<file path="config.mk">
export PLATFORM = sky130hd
export DESIGN_NAME = game_link_ctrl
export DESIGN_NICKNAME = d
export VERILOG_FILES = /design/src/rtl/link_pkg.sv /design/src/rtl/link_sync.sv /design/src/rtl/game_link_ctrl.sv
export SDC_FILE = /design/constraint.sdc
export NUM_CORES = 1
export LEC_CHECK = 0
export CAP_MARGIN = 20
export CORE_MARGIN = 1.5
export CORE_UTILIZATION = 45
export DETAILED_ROUTE_END_ITERATION = 10
export PLACE_DENSITY = 0.67
export SYNTH_ARGS = -nofsm -noshare
export SYNTH_HDL_FRONTEND = slang
export SYNTH_SLANG_ARGS = --single-unit
export TNS_END_PERCENT = 10
</file>
<file path="constraint.sdc">
create_clock -name clk -period 4.2 [get_ports clk]
set_clock_uncertainty 0.15 [all_clocks]
set_input_delay 0.84 -clock clk [delete_from_list [all_inputs] [get_ports clk]]
set_output_delay 0.84 -clock clk [all_outputs]
set_load 0.05 [all_outputs]
</file>
<file path="src/rtl/link_pkg.sv">
// Shared definitions for the board-to-board Pmod link: frame types, lane
// bit positions within link_in/link_out, default timing and FSM state encodings.
package link_pkg;

  typedef enum logic [1:0] {
    FT_PERSON = 2'b00,
    FT_GUESS  = 2'b01,
    FT_RESULT = 2'b10,
    FT_RESET  = 2'b11
  } frame_type_t;

  // Lane layout: [7:4] data, [3:2] type, [1] req toggle, [0] ack toggle
  localparam int DATA_MSB = 7;
  localparam int DATA_LSB = 4;
  localparam int TYPE_MSB = 3;
  localparam int TYPE_LSB = 2;
  localparam int REQ_BIT  = 1;
  localparam int ACK_BIT  = 0;

  localparam int DEF_SETUP_CYC   = 4;
  localparam int DEF_STABLE_CYC  = 4;
  localparam int DEF_TIMEOUT_CYC = 1_000_000;

  typedef enum logic [1:0] {
    TX_IDLE,
    TX_SETUP,
    TX_WAIT_ACK
  } tx_state_t;

  typedef enum logic [1:0] {
    RX_INIT,
    RX_IDLE,
    RX_QUALIFY
  } rx_state_t;

endpackage

</file>
<file path="src/rtl/link_sync.sv">
// Two-stage synchronizer for the asynchronous lanes from the peer board.
// The flops carry no reset so the synchronized value is already valid when reset releases.
module link_sync #(
  parameter int WIDTH = 8
) (
  input  logic             clk,
  input  logic [WIDTH-1:0] d,
  output logic [WIDTH-1:0] q
);

  logic [WIDTH-1:0] meta;

  always_ff @(posedge clk) begin
    meta <= d;
    q    <= meta;
  end

endmodule

</file>
<file path="src/rtl/game_link_ctrl.sv">
// Full-duplex toggle-handshake link between two game boards over one 8-lane Pmod.
// TX holds a frame for SETUP_CYC cycles before toggling req; RX accepts a frame once it is stable.
module game_link_ctrl
  import link_pkg::*;
#(
  parameter int SETUP_CYC   = DEF_SETUP_CYC,
  parameter int STABLE_CYC  = DEF_STABLE_CYC,
  parameter int TIMEOUT_CYC = DEF_TIMEOUT_CYC
) (
  input  logic       clk,
  input  logic       rst,
  input  logic [7:0] link_in,
  output logic [7:0] link_out,
  input  logic       send_req,
  input  logic [1:0] send_type,
  input  logic [3:0] send_data,
  output logic       send_busy,
  output logic       send_done,
  output logic       send_fail,
  output logic       rx_valid,
  output logic [1:0] rx_type,
  output logic [3:0] rx_data,
  output logic       peer_present,
  output logic       sync_reset
);

  localparam int SU_W = (SETUP_CYC > 1) ? $clog2(SETUP_CYC) : 1;
  localparam int QU_W = (STABLE_CYC > 1) ? $clog2(STABLE_CYC) : 1;
  localparam int TO_W = $clog2(TIMEOUT_CYC + 1);

  localparam logic [SU_W-1:0] SU_LAST = SU_W'(SETUP_CYC - 1);
  localparam logic [QU_W-1:0] QU_LAST = QU_W'(STABLE_CYC - 1);
  localparam logic [TO_W-1:0] TO_LAST = TO_W'(TIMEOUT_CYC - 1);

  logic [7:0] link_s;

  link_sync #(.WIDTH(8)) u_sync (
    .clk (clk),
    .d   (link_in),
    .q   (link_s)
  );

  // TX state and registers
  tx_state_t       tx_state, tx_next;
  logic [1:0]      tx_type_q, tx_type_d;
  logic [3:0]      tx_data_q, tx_data_d;
  logic            req_q, req_d;
  logic [SU_W-1:0] setup_cnt, setup_cnt_d;
  logic [TO_W-1:0] to_cnt, to_cnt_d;
  logic            done_q, done_d;
  logic            fail_q, fail_d;

  // RX state and registers
  rx_state_t       rx_state, rx_next;
  logic            init_cnt, init_cnt_d;
  logic            req_seen, req_seen_d;
  logic [6:0]      prev_s;
  logic [QU_W-1:0] qual_cnt, qual_cnt_d;
  logic [1:0]      rx_type_q, rx_type_d;
  logic [3:0]      rx_data_q, rx_data_d;
  logic            rx_valid_q, rx_valid_d;
  logic            sync_reset_q, sync_reset_d;
  logic            ack_q, ack_d;
  logic            peer_q, peer_d;

  always_ff @(posedge clk) begin
    if (rst) begin
      tx_state     <= TX_IDLE;
      tx_type_q    <= '0;
      tx_data_q    <= '0;
      req_q        <= 1'b0;
      setup_cnt    <= '0;
      to_cnt       <= '0;
      done_q       <= 1'b0;
      fail_q       <= 1'b0;
      rx_state     <= RX_INIT;
      init_cnt     <= 1'b0;
      req_seen     <= 1'b0;
      prev_s       <= '0;
      qual_cnt     <= '0;
      rx_type_q    <= '0;
      rx_data_q    <= '0;
      rx_valid_q   <= 1'b0;
      sync_reset_q <= 1'b0;
      ack_q        <= 1'b0;
      peer_q       <= 1'b0;
    end else begin
      tx_state     <= tx_next;
      tx_type_q    <= tx_type_d;
      tx_data_q    <= tx_data_d;
      req_q        <= req_d;
      setup_cnt    <= setup_cnt_d;
      to_cnt       <= to_cnt_d;
      done_q       <= done_d;
      fail_q       <= fail_d;
      rx_state     <= rx_next;
      init_cnt     <= init_cnt_d;
      req_seen     <= req_seen_d;
      prev_s       <= link_s[7:1];
      qual_cnt     <= qual_cnt_d;
      rx_type_q    <= rx_type_d;
      rx_data_q    <= rx_data_d;
      rx_valid_q   <= rx_valid_d;
      sync_reset_q <= sync_reset_d;
      ack_q        <= ack_d;
      peer_q       <= peer_d;
    end
  end

  // TX: latch the frame, hold it for setup, toggle req, then wait for the matching ack
  always_comb begin
    tx_next     = tx_state;
    tx_type_d   = tx_type_q;
    tx_data_d   = tx_data_q;
    req_d       = req_q;
    setup_cnt_d = setup_cnt;
    to_cnt_d    = to_cnt;
    done_d      = 1'b0;
    fail_d      = 1'b0;
    case (tx_state)
      TX_IDLE: begin
        if (send_req) begin
          tx_type_d   = send_type;
          tx_data_d   = send_data;
          setup_cnt_d = '0;
          tx_next     = TX_SETUP;
        end
      end
      TX_SETUP: begin
        if (setup_cnt == SU_LAST) begin
          req_d    = ~req_q;
          to_cnt_d = '0;
          tx_next  = TX_WAIT_ACK;
        end else begin
          setup_cnt_d = setup_cnt + 1'b1;
        end
      end
      TX_WAIT_ACK: begin
        if (link_s[ACK_BIT] == req_q) begin
          done_d  = 1'b1;
          tx_next = TX_IDLE;
        end else if (to_cnt == TO_LAST) begin
          fail_d  = 1'b1;
          tx_next = TX_IDLE;
        end else if (to_cnt != '1) begin
          to_cnt_d = to_cnt + 1'b1;
        end
      end
      default: tx_next = TX_IDLE;
    endcase
  end

  // RX: a req toggle opens qualification; any lane change restarts the stability count
  always_comb begin
    rx_next      = rx_state;
    init_cnt_d   = init_cnt;
    req_seen_d   = req_seen;
    qual_cnt_d   = qual_cnt;
    rx_type_d    = rx_type_q;
    rx_data_d    = rx_data_q;
    rx_valid_d   = 1'b0;
    sync_reset_d = 1'b0;
    ack_d        = ack_q;
    case (rx_state)
      RX_INIT: begin
        req_seen_d = link_s[REQ_BIT];
        init_cnt_d = 1'b1;
        if (init_cnt) rx_next = RX_IDLE;
      end
      RX_IDLE: begin
        if (link_s[REQ_BIT] != req_seen) begin
          qual_cnt_d = '0;
          rx_next    = RX_QUALIFY;
        end
      end
      RX_QUALIFY: begin
        if (link_s[7:1] != prev_s) begin
          qual_cnt_d = '0;
        end else if (qual_cnt == QU_LAST) begin
          rx_type_d    = link_s[TYPE_MSB:TYPE_LSB];
          rx_data_d    = link_s[DATA_MSB:DATA_LSB];
          rx_valid_d   = 1'b1;
          sync_reset_d = (link_s[TYPE_MSB:TYPE_LSB] == FT_RESET);
          ack_d        = ~ack_q;
          req_seen_d   = link_s[REQ_BIT];
          rx_next      = RX_IDLE;
        end else if (qual_cnt != '1) begin
          qual_cnt_d = qual_cnt + 1'b1;
        end
      end
      default: rx_next = RX_INIT;
    endcase
  end

  // Any sign of life from the peer wins over a simultaneous timeout
  always_comb begin
    peer_d = peer_q;
    if (fail_d) peer_d = 1'b0;
    if (done_d || rx_valid_d) peer_d = 1'b1;
  end

  assign link_out     = {tx_data_q, tx_type_q, req_q, ack_q};
  assign send_busy    = (tx_state != TX_IDLE);
  assign send_done    = done_q;
  assign send_fail    = fail_q;
  assign rx_valid     = rx_valid_q;
  assign rx_type      = rx_type_q;
  assign rx_data      = rx_data_q;
  assign peer_present = peer_q;
  assign sync_reset   = sync_reset_q;

endmodule
</file>
==> flow_metrics.env <==
export IMPL_outcome="finished, final reports clean"
export IMPL_slew_headroom=0.363
export IMPL_yosysUniqueCellTypes=62
export IMPL_path_clk_slew_ns=0.09
export IMPL_num_vias=2407
export IMPL_wirelength_mm=6.08
export IMPL_synth_most_common_cell="dfxtp_1"
export IMPL_nets=369
export IMPL_area_growth_synth_to_final_pct=18.5
export IMPL_worstRegToRegCells=4
export IMPL_ctsHtreeMaxLevel=3
export IMPL_timing_rr_end="to_cnt[14]"
export IMPL_numClockSinks=72
export IMPL_hold_ws_ns=0.183
export IMPL_synth_top_area_cell="dfxtp_1"
export IMPL_setup_violations_final=0
export IMPL_worst_slack_ns=1.45
export IMPL_synthesis_nets=339
export IMPL_diodes=0
export IMPL_cap_violations=0
export IMPL_synth_avg_cell_area_um2=9.50
export IMPL_clockBufferDepth=2
export IMPL_gp_congestion=0.813
export IMPL_placed_cells=415
export IMPL_p_comb_frac=0.070
export IMPL_fin_crit_ns=2.75
export IMPL_ys_warn_count=0
export IMPL_drtIter0Drc=130
export IMPL_grt_max_degree=33
export IMPL_startpoint_type="register"
export IMPL_drt_wirelength_per_cell_um=14.1
export IMPL_ir_drop_mv=0.231
export IMPL_grt_overflow_total=0
export IMPL_start_util=0.472
export IMPL_maxSlewViolCount=0
export IMPL_cts_resized=0
export IMPL_die_area_um2=7240
export IMPL_cts_inserted_buffers=9
export IMPL_pwr_share_seq=0.536
export IMPL_post_route_period_util=0.656
export IMPL_clockPowerShare=0.394
export IMPL_drive_above_1_share=0.107
export IMPL_ys_seq_area_frac=0.475
export IMPL_vias_per_cell=5.58
export IMPL_cts_hold_buf=0
export IMPL_worstHoldStart="u_sync.meta[6]"
export IMPL_cts_setup_buffers=0
export IMPL_r2r_setup_slack_ns=1.74
export IMPL_ant_nets=0
export IMPL_synth_top_area_share=0.475
export IMPL_drtPass1Iterations=4
export IMPL_clock_latency_ns=0.35
export IMPL_tritoncts="yes"
export IMPL_dpl_hpwl_mm=4.05
export IMPL_critical_path_class="register to output pin"
export IMPL_row_count=29
export IMPL_cp_arrival_ns=1.76
export IMPL_fmax_mhz=363
export IMPL_root_buffer="clkbuf_8"
export IMPL_track_usage=0.183
export IMPL_die_height_um=85.1
export IMPL_remaining_drc_errors=0
export IMPL_tightestPinTransition_ns=0.952
export IMPL_grt_pass1_vias=2257
export IMPL_power_density_nw_per_um2=373
export IMPL_r2r_start="tx_state[0]"
export IMPL_crit_path_start="tx_state[0]"
export IMPL_synth_area_top_cells="dfxtp_1 48%, nor2_1 5.0%, mux2i_1 4.3%, xor2_1 2.3%, nand2_1 2.2%"
export IMPL_die_w_um=85.1
export IMPL_rsz0062_at_grt="no"
export IMPL_synth_edf_count=0
export IMPL_synthCells=319
export IMPL_p_int_w=0.000981
export IMPL_whs_path_depth=0
export IMPL_hold_path_class="register to register"
export IMPL_async_flop_share=0
export IMPL_grt_pass1_wl_mm=10.6
export IMPL_end_kind="output pin"
export IMPL_ys_ff_latch=72
export IMPL_total_power_w=0.00134
export IMPL_p_leak_nw=1.36
export IMPL_whs_endpoint="u_sync.q[6]"
export IMPL_synthFlopType="dfxtp_1"
export IMPL_crit_required_ns=3.21
export IMPL_crit_fanout=8
export IMPL_dp_slack_ns=1.77
export IMPL_setup_tns_ns=0
export IMPL_synthTopCellsByCount="72 x dfxtp_1, 40 x nor2_1, 18 x nand2_1"
export IMPL_instances_no_fill=431
export IMPL_antenna_found_initial=0
export IMPL_portBuffers=36
export IMPL_num_io_pins=37
export IMPL_hold_viol=0
export IMPL_syn_area_um2=3030
export IMPL_p_switching_w=0.000359
export IMPL_p_sw_frac=0.268
export IMPL_coreArea_um2=6420
## how the worst max path moves through the flow
| stage | endpoint | cells after the start | slack (ns) |
|---|---|---|---|
| 2_1_floorplan | rx_data[0] | 4 | 2.18 |
| 3_3_place_gp | qual_cnt[0] | 5 | 1.83 |
| 3_5_place_dp | qual_cnt[0] | 5 | 1.77 |
| 4_1_cts | send_busy | 2 | 1.43 |
| 5_1_grt | send_busy | 2 | 1.38 |
| 6_report | send_busy | 2 | 1.45 |
## power groups by stage
stage,logic [W],registers [W],clock network (W)
6_report,0.0000941,0.000718,0.000528
5_1_grt,0.000103,0.000722,0.000582
4_1_cts,0.0000953,0.000719,0.000546
3_5_place_dp,0.0000948,0.000734,0
3_3_place_gp,0.0000928,0.000734,0
2_1_floorplan,0.0000518,0.000744,0
## cell type report
type | count | area [um2]
fillers | 596 | 2830
repair buffers | 38 | 370
well taps | 77 | 96.3
clock buffers | 9 | 124
inverters | 5 | 18.8
multi-input cells | 223 | 1480
clock inverters | 7 | 66.3
flip-flops and latches | 72 | 1440
## routing by layer
layer  vias up  GRT usage  share of wire  routed length, um
met5         -          0              0                  0
met4         0     0.0581          0.011                 68
met3         5     0.0710          0.068                411
met2        68      0.268           0.44               2680
met1      1117      0.248           0.48               2920
li1       1217          -              -                  -
## logic make-up (layout without fill, tap and decap cells)
kind of cell,Yosys count,in the layout,share of synthesized area
and+or+nand+nor,129,129,0.235
DFF,72,72,0.475
AOI/OAI and AO/OA,63,63,0.149
buffers and inverters,24,59,0.0380
muxes,17,17,0.0578
xor gates and xnor gates,11,11,0.0318
adders and majority gates,3,3,0.0124
## sequential cells by signal, summed over array words and instances, names as in the netlist, 2 cells and up
signal,cells
prev_s,7
tx_data_q,4
to_cnt,20
setup_cnt,2
u_sync.q,8
qual_cnt,2
u_sync.meta,8
rx_data,4
rx_type,2
tx_type_q,2
rx_state,2
tx_state,2
## metrics by stage
step,cell area (um2),utilization
5_1_grt,3590,0.559
3_5_place_dp,3400,0.530
6_report,3590,0.559
3_3_place_gp,3400,0.530
2_1_floorplan,3030,-
4_1_cts,3590,0.559
## cells in the final DEF, fill, tap and decap left out, drive strengths merged, types with 4 or more instances in the layout
cell type      Yosys  routed
a21oi             12      12
mux2i             13      13
nor4               4       4
xor2               8       8
mux2               4       4
clkdlybuf4s50      0      35
nor2b             10      10
clkbuf             8       9
dfxtp             72      72
o31ai              4       4
nand3             14      14
o21ai              9       9
a311oi             4       4
nor2              41      41
a31oi              7       7
nand2             19      19
nor3              16      16
nand4              9       9
inv                5      12
## critical path, cell delays in order (launching register included)
cell             delay, ns
dfxtp_1               0.45
or2_2                 0.17
clkdlybuf4s50_1       0.79
Note: power is estimated with default switching activity, not from simulation.
